`src/rtl/imem_boot_loader_if.sv`:
```
// Byte-stream input and instruction-memory write port of the boot loader.
// master: stream source / memory side, slave: the loader itself.
interface imem_boot_loader_if #(
  parameter int ADDR_WIDTH = 32,
  parameter int DATA_WIDTH = 32
);
  logic                  byte_valid_i;
  logic [7:0]            byte_data_i;
  logic                  byte_ready_o;
  logic                  wr_en_o;
  logic [ADDR_WIDTH-1:0] wr_addr_o;
  logic [DATA_WIDTH-1:0] wr_data_o;

  modport master (
    output byte_valid_i,
    output byte_data_i,
    input  byte_ready_o,
    input  wr_en_o,
    input  wr_addr_o,
    input  wr_data_o
  );

  modport slave (
    input  byte_valid_i,
    input  byte_data_i,
    output byte_ready_o,
    output wr_en_o,
    output wr_addr_o,
    output wr_data_o
  );
endinterface

```
`src/rtl/imem_boot_loader.sv`:
```
// Boot loader: header word N, then N little-endian program words written to the
// instruction memory by word index. Optional trailing checksum: IMEM_BOOT_CHECKSUM_EN.
module imem_boot_loader #(
  parameter int ADDR_WIDTH     = 32,
  parameter int DATA_WIDTH     = 32,
  parameter int PROGRAM_LENGTH = 10
) (
  input  logic                  clk,
  input  logic                  rst,
  input  logic                  start_i,
  imem_boot_loader_if.slave     bus,
  output logic                  core_stall_o,
  output logic                  busy_o,
  output logic                  done_o,
  output logic                  error_o,
  output logic [ADDR_WIDTH-1:0] word_count_o
);

  localparam logic [DATA_WIDTH-1:0] MAX_WORDS = DATA_WIDTH'(PROGRAM_LENGTH);
  localparam logic [ADDR_WIDTH-1:0] ONE_WORD  = ADDR_WIDTH'(1);

  typedef enum logic [2:0] {
    ST_IDLE  = 3'd0,
    ST_HDR   = 3'd1,
    ST_DATA  = 3'd2,
    ST_DONE  = 3'd4,
    ST_ERROR = 3'd5
`ifdef IMEM_BOOT_CHECKSUM_EN
    ,
    ST_CSUM  = 3'd3
`endif
  } state_t;

  state_t                state_r;
  logic [1:0]            byte_cnt_r;
  logic [DATA_WIDTH-9:0] shift_r;
  logic [ADDR_WIDTH-1:0] n_words_r;
  logic [ADDR_WIDTH-1:0] word_count_r;
  logic                  wr_en_r;
  logic [ADDR_WIDTH-1:0] wr_addr_r;
  logic [DATA_WIDTH-1:0] wr_data_r;
  logic                  ready_r;
  logic                  busy_r;
  logic                  stall_r;
  logic                  done_r;
  logic                  error_r;
`ifdef IMEM_BOOT_CHECKSUM_EN
  logic [DATA_WIDTH-1:0] csum_r;

  function automatic logic [DATA_WIDTH-1:0] csum_add(
    input logic [DATA_WIDTH-1:0] acc,
    input logic [DATA_WIDTH-1:0] word
  );
    return acc + word;
  endfunction
`endif

  logic                  byte_fire_s;
  logic                  word_fire_s;
  logic [DATA_WIDTH-1:0] word_s;
  logic                  hdr_bad_s;
  logic                  last_word_s;

  // Handshake decode and the word completed by the byte on the bus.
  always_comb begin
    byte_fire_s = bus.byte_valid_i & ready_r;
    word_fire_s = byte_fire_s & (byte_cnt_r == 2'd3);
    word_s      = {bus.byte_data_i, shift_r};
    hdr_bad_s   = (word_s == {DATA_WIDTH{1'b0}}) || (word_s > MAX_WORDS);
    last_word_s = ((word_count_r + ONE_WORD) == n_words_r);
  end

  // Load sequencer: state, byte assembly, write port and status flags.
  always_ff @(posedge clk) begin
    if (rst) begin
      state_r      <= ST_IDLE;
      byte_cnt_r   <= 2'd0;
      shift_r      <= {(DATA_WIDTH-8){1'b0}};
      n_words_r    <= {ADDR_WIDTH{1'b0}};
      word_count_r <= {ADDR_WIDTH{1'b0}};
      wr_en_r      <= 1'b0;
      wr_addr_r    <= {ADDR_WIDTH{1'b0}};
      wr_data_r    <= {DATA_WIDTH{1'b0}};
      ready_r      <= 1'b0;
      busy_r       <= 1'b0;
      stall_r      <= 1'b1;
      done_r       <= 1'b0;
      error_r      <= 1'b0;
`ifdef IMEM_BOOT_CHECKSUM_EN
      csum_r       <= {DATA_WIDTH{1'b0}};
`endif
    end else begin
      wr_en_r <= 1'b0;
      if (byte_fire_s) begin
        byte_cnt_r <= byte_cnt_r + 2'd1;
        shift_r    <= {bus.byte_data_i, shift_r[DATA_WIDTH-9:8]};
      end

      case (state_r)
        ST_IDLE, ST_DONE, ST_ERROR: begin
          // Without a checksum, done follows the final write strobe by one cycle.
          if (state_r == ST_DONE) begin
            done_r  <= 1'b1;
            stall_r <= 1'b0;
          end
          if (start_i) begin
            state_r      <= ST_HDR;
            ready_r      <= 1'b1;
            busy_r       <= 1'b1;
            stall_r      <= 1'b1;
            done_r       <= 1'b0;
            error_r      <= 1'b0;
            word_count_r <= {ADDR_WIDTH{1'b0}};
            byte_cnt_r   <= 2'd0;
`ifdef IMEM_BOOT_CHECKSUM_EN
            csum_r       <= {DATA_WIDTH{1'b0}};
`endif
          end
        end

        ST_HDR: begin
          if (word_fire_s) begin
            if (hdr_bad_s) begin
              state_r <= ST_ERROR;
              ready_r <= 1'b0;
              busy_r  <= 1'b0;
              error_r <= 1'b1;
            end else begin
              state_r   <= ST_DATA;
              n_words_r <= ADDR_WIDTH'(word_s);
            end
          end
        end

        ST_DATA: begin
          if (word_fire_s) begin
            wr_en_r      <= 1'b1;
            wr_addr_r    <= word_count_r;
            wr_data_r    <= word_s;
            word_count_r <= word_count_r + ONE_WORD;
`ifdef IMEM_BOOT_CHECKSUM_EN
            csum_r       <= csum_add(csum_r, word_s);
            if (last_word_s) begin
              state_r <= ST_CSUM;
            end
`else
            if (last_word_s) begin
              state_r <= ST_DONE;
              ready_r <= 1'b0;
              busy_r  <= 1'b0;
            end
`endif
          end
        end

`ifdef IMEM_BOOT_CHECKSUM_EN
        ST_CSUM: begin
          if (word_fire_s) begin
            ready_r <= 1'b0;
            busy_r  <= 1'b0;
            if (word_s == csum_r) begin
              state_r <= ST_DONE;
              done_r  <= 1'b1;
              stall_r <= 1'b0;
            end else begin
              state_r <= ST_ERROR;
              error_r <= 1'b1;
            end
          end
        end
`endif

        default: begin
          state_r <= ST_ERROR;
          ready_r <= 1'b0;
          busy_r  <= 1'b0;
          stall_r <= 1'b1;
          error_r <= 1'b1;
        end
      endcase
    end
  end

  assign bus.byte_ready_o = ready_r;
  assign bus.wr_en_o      = wr_en_r;
  assign bus.wr_addr_o    = wr_addr_r;
  assign bus.wr_data_o    = wr_data_r;
  assign core_stall_o     = stall_r;
  assign busy_o           = busy_r;
  assign done_o           = done_r;
  assign error_o          = error_r;
  assign word_count_o     = word_count_r;

endmodule

```
`src/flat_wrapper.sv`:
```
// flat-port wrapper written by rule: the top's interface ports become plain ports
module imem_boot_loader_flat 
#(
  parameter int ADDR_WIDTH     = 32,
  parameter int DATA_WIDTH     = 32,
  parameter int PROGRAM_LENGTH = 10
)
  (clk, rst, start_i, core_stall_o, busy_o, done_o, error_o, word_count_o, bus_byte_valid_i, bus_byte_data_i, bus_byte_ready_o, bus_wr_en_o, bus_wr_addr_o, bus_wr_data_o);
  imem_boot_loader_if #(.ADDR_WIDTH(ADDR_WIDTH), .DATA_WIDTH(DATA_WIDTH)) bus_i ();
  input  logic clk;
  input  logic rst;
  input  logic start_i;
  output logic core_stall_o;
  output logic busy_o;
  output logic done_o;
  output logic error_o;
  output logic [ADDR_WIDTH-1:0] word_count_o;
  input wire logic [$bits(bus_i.byte_valid_i)-1:0] bus_byte_valid_i;
  input wire logic [$bits(bus_i.byte_data_i)-1:0] bus_byte_data_i;
  output wire logic [$bits(bus_i.byte_ready_o)-1:0] bus_byte_ready_o;
  output wire logic [$bits(bus_i.wr_en_o)-1:0] bus_wr_en_o;
  output wire logic [$bits(bus_i.wr_addr_o)-1:0] bus_wr_addr_o;
  output wire logic [$bits(bus_i.wr_data_o)-1:0] bus_wr_data_o;
  assign bus_i.byte_valid_i = bus_byte_valid_i;
  assign bus_i.byte_data_i = bus_byte_data_i;
  assign bus_byte_ready_o = bus_i.byte_ready_o;
  assign bus_wr_en_o = bus_i.wr_en_o;
  assign bus_wr_addr_o = bus_i.wr_addr_o;
  assign bus_wr_data_o = bus_i.wr_data_o;
  imem_boot_loader #(.ADDR_WIDTH(ADDR_WIDTH), .DATA_WIDTH(DATA_WIDTH), .PROGRAM_LENGTH(PROGRAM_LENGTH)) u_core (.clk(clk), .rst(rst), .start_i(start_i), .bus(bus_i), .core_stall_o(core_stall_o), .busy_o(busy_o), .done_o(done_o), .error_o(error_o), .word_count_o(word_count_o));
endmodule
```
`config.mk`:
```
export PLATFORM = sky130hd
export DESIGN_NAME = imem_boot_loader_flat
export DESIGN_NICKNAME = d
export VERILOG_FILES = /design/src/rtl/imem_boot_loader_if.sv /design/src/rtl/imem_boot_loader.sv /design/src/flat_wrapper.sv
export SDC_FILE = /design/constraint.sdc
export NUM_CORES = 1
export LEC_CHECK = 0
export BUFFER_PORTS_ARGS = -buffer_cell sky130_fd_sc_hd__buf_2
export CORE_ASPECT_RATIO = 0.75
export CORE_MARGIN = 2
export CORE_UTILIZATION = 56
export CTS_CLUSTER_DIAMETER = 150
export DETAILED_ROUTE_END_ITERATION = 8
export PLACE_DENSITY = 0.82
export SYNTH_ARGS = -nofsm -noshare
export SYNTH_HDL_FRONTEND = slang
export SYNTH_SLANG_ARGS = --single-unit
```
`constraint.sdc`:
```
create_clock -name clk -period 3.6 [get_ports clk]
set_clock_uncertainty 0.2 [all_clocks]
set_input_delay 0.9 -clock clk [delete_from_list [all_inputs] [get_ports clk]]
set_output_delay 0.9 -clock clk [all_outputs]
set_load 0.005 [all_outputs]
```
==> Implementation_results.wiki <==
{| class="wikitable"
! Metric !! Value
|-
| Outcome || finished, final reports clean
|-
| Vias in the first global route || roughly 6000
|-
| Flip-flop and latch count after synthesis || roughly 160
|-
| Final setup viols || 0
|-
| Die X || around 130 um
|-
| Largest net degree at the start of global routing || 100
|-
| Worst path cell trace || ha_1, nand3_1, or4_4, o31a_1, nor4_2, nor3b_1, a2111o_1, o31ai_2, o31ai_1
|-
| Cell type of the slowest stage on the worst timing path || or4_4
|-
| Internal power || ~2.8 mW
|-
| Endpoints failing hold || 0
|-
| GRT Resource Usage Total || a little over a quarter
|-
| Req. time, crit path || ~3.7 ns
|-
| Combinational Power Share || 3.1%
|-
| Pwr/cell area || between 400 and 500 mW/mm2
|-
| Clock share of power || approximately 48%
|-
| Cells after synthesis || 906
|-
| Number of enable-type register cells in the synthesized netlist || 0
|-
| Worst reg2reg setup slack || slightly above 0.3 ns
|-
| Number of antenna violations at the first check in global routing || 0
|-
| Clock sinks || 162
|-
| Endpoint kind of the worst setup timing path || register
|-
| Clock-pin slew of the registers on the worst-case setup and hold paths || about 0.070 ns
|-
| Post-Route Setup TNS || 0 ns
|-
| Drc violations || 0
|-
| Synth-to-layout area growth || 17.4%
|-
| Standard cell area after detailed placement || just under 0.008 mm2
|-
| Kind of critical path || reg -> reg
|-
| Top cells by area in the synthesized netlist || dfxtp_1 46%, nand2_1 11%, a21oi_1 8.6%, xnor2_1 3.6%, and2_1 3.1%
|-
| Slew @ Worst Pin || 0.999 ns
|-
| Pins Over Slew Limit || 0
|-
| Sequential share of power || 49.1%
|-
| Worst Path Max Fanout || 8
|-
| HPWL Detailed || between 10000 and 15000 um
|-
| Hold bufs inserted after CTS || 0
|-
| Maximum clock frequency || 304 MHz
|-
| DR pass1 iterations || 5
|-
| Remaining global-route overflow || 0
|-
| Leak Pwr || 3.19 nW
|-
| Hold Crit Depth || 2
|-
| Arrival time at the worst endpoint || 3.38 ns
|-
| Area enclosed by the die boundary || roughly 0.014 mm2
|-
| Total of max-cap violations || 0
|-
| I/O pin count || between 100 and 150
|-
| Vias per inst || 5.72
|-
| Area of the mapped netlist || 0.00710 mm2
|-
| Switching fraction of total power || ~24%
|-
| Detail-routed net length per standard cell || 15.7 um
|-
| Number of buffers and inverters on the critical path || 0
|-
| Max-slew headroom at the worst pin || 33.3%
|-
| Fin crit share || a little over 90%
|-
| Main synth FF type || dfxtp_1
|-
| Total number of nets in the final design || ~1000
|-
| Cell with the most instances after synthesis || nand2_1
|-
| Iteration-0 DRC Markers || just under 700
|-
| Vias || ~6600
|-
| Worst slack at placement || between 0.2 and 0.25 ns
|-
| Switching power total || a little under 0.9 mW
|-
| Cell family contributing the most delay on the critical path || simple AND/OR/NAND/NOR gates
|-
| Worst R2R End || u_core.state_r[1]
|-
| RR Startpoint || u_core.word_count_o[0]
|-
| Total routed wirelength || roughly 18000 um
|-
| Starting density of the core || between 50% and 60%
|-
| Number of nets produced by synthesis || between 900 and 1000
|-
| Number of cell instances on the worst register-to-register path || 9
|-
| Detail Route Antenna Nets || 0
|-
| Top post-synthesis cells by count || 209 x nand2_1, 162 x dfxtp_1, 122 x a21oi_1
|-
| Unrepaired setup endpoints after global routing || false
|-
| Placeable core region || 0.0123 mm2
|-
| Worst vdd rail ir drop || roughly 360 uV
|-
| Count of H-tree levels built during CTS || 4
|-
| Final Critical Period || around 3.3 ns
|-
| Number of buffers added on ports || around 110
|-
| Number of warning messages in the yosys log || 0
|-
| Register area share after synthesis || between 40 and 50%
|-
| Number of different library cells in the post-synthesis netlist || 53
|-
| Antenna diode count || 0
|-
| Synthesized area divided by synthesized cell count || 7.83 um2
|-
| Startpoint of the most critical hold path || u_core.bus.wr_data_o[9]
|-
| Delay contributed by the slowest stage of the critical path || 0.56 ns
|-
| Clock Path Buffers || 2
|-
| First-pass GRT wire length || about 30000 um
|-
| Sort of element at the start of the critical path || register
|-
| Clock latency on the worst-skew pair || 0.43 ns
|-
| Final setup margin || about 0.3 ns
|-
| TritonCTS clock tree || built
|-
| Number of clock buffers inserted by TritonCTS || 17
|-
| Layout filler cell count || slightly above 1000
|-
| Clk root buf || clkbuf_16
|-
| Terminating pin of the worst hold path || u_core.bus.wr_data_o[9]
|-
| Async set-or-reset flop fraction in the synthesized netlist || 0%
|-
| Final cell area excluding filler cells || approximately 0.0083 mm2
|-
| Height of the chip || ~100 um
|-
| Fraction of layout cells with a size suffix above 1 || 16.9%
|-
| Worst hold margin || between 0.2 and 0.3 ns
|-
| Number of standard-cell rows in the floorplan || 35
|-
| Type of the tightest min-delay check || reg -> reg
|-
| Leading area contributor after synthesis || dfxtp_1
|-
| Synth top area share || ~46%
|-
| Gp weighted congestion || slightly above 0.9
|}
[power groups by stage]
stage,Clock (mW),Combinational (mW),Sequential (mW)
final,1.77,0.115,1.81
after global routing,1.86,0.127,1.82
after CTS,1.77,0.114,1.81
after detailed placement,0,0.113,1.85
after global placement,0,0.112,1.85
after floorplan,0,0.0761,1.85
[layout make-up]
type	count	area, um2	area share (%)
well taps	166	208	2.49
flip-flops and latches	162	3240	38.9
inverters	10	37.5	0.451
repair buffers	129	713	8.56
multi-input cells	663	3550	42.7
clock buffers	17	425	5.11
clock inverters	15	150	1.80
[worst max path at each step]
stage,end,depth (start not counted),startpoint
floorplan,u_core.state_r[1],10,u_core.word_count_o[0]
global placement,u_core.state_r[1],9,u_core.word_count_o[0]
detailed placement,u_core.state_r[1],9,u_core.word_count_o[0]
CTS,u_core.state_r[1],9,u_core.word_count_o[0]
global route,u_core.state_r[1],9,u_core.word_count_o[0]
finish,u_core.state_r[1],9,u_core.word_count_o[0]
[per-stage QoR]
stage | instances | utilization [%] | power, mW
after CTS | 1162 | 67.7 | 3.70
after detailed placement | 1130 | 63.0 | 1.97
final | 1162 | 67.7 | 3.70
after global routing | 1162 | 67.7 | 3.80
after floorplan | 906 | - | 1.93
after global placement | 1130 | 63.0 | 1.97
[routing by layer]
layer	global-route usage, %	wire (um)
met1	41.4	8780
met2	39.4	7820
met3	5.16	1430
met4	8.35	266
met5	0	0
[registers in the layout, summed over array words and instances (netlist names)]
signal,cells
u_core.shift_r,24
u_core.core_stall_o,1
u_core.done_o,1
u_core.bus.wr_data_o,32
u_core.bus.byte_ready_o,1
u_core.state_r,3
u_core.bus.wr_en_o,1
u_core.word_count_o,32
u_core.n_words_r,32
u_core.byte_cnt_r,2
u_core.error_o,1
u_core.bus.wr_addr_o,32
[layout by cell type (no fill, tap or decap), types with 17 or more instances in the layout]
master	instances
nor3_1	22
xnor2_1	29
o21ai_0	30
nor2_1	56
dfxtp_1	162
nor4_1	19
buf_2	112
clkbuf_16	17
and2_1	35
nand2_1	209
a21oi_1	122
[repair_timing]
item | 4_1_cts | 5_1_grt
hold endpoints to repair | 0 | 0
setup endpoints to repair | 0 | 1
buffers inserted | 0 | 0
resized for setup | 0 | 1
[logic make-up (layout without fill, tap and decap cells)]
| logic type | Yosys count | count (layout) | share of synthesized area, % |
|---|---|---|---|
| simple gates | 416 | 416 | 27.3 |
| compound gates | 195 | 195 | 15.7 |
| flops | 162 | 162 | 45.7 |
| buf+inv | 81 | 171 | 4.58 |
| xor+xnor | 43 | 43 | 5.31 |
| mux | 7 | 7 | 0.987 |
| fa+ha+maj | 2 | 2 | 0.353 |
[tightest hold or removal path: cells and delay by family (launching register included)]
| family | cells | cell delay [ns] |
|---|---|---|
| AND/OR/NAND/NOR | 1 | 0.05 |
| flip-flops | 1 | 0.31 |
| AO/OA/AOI/OAI | 1 | 0.05 |
Power figures use the tool's default switching activity.
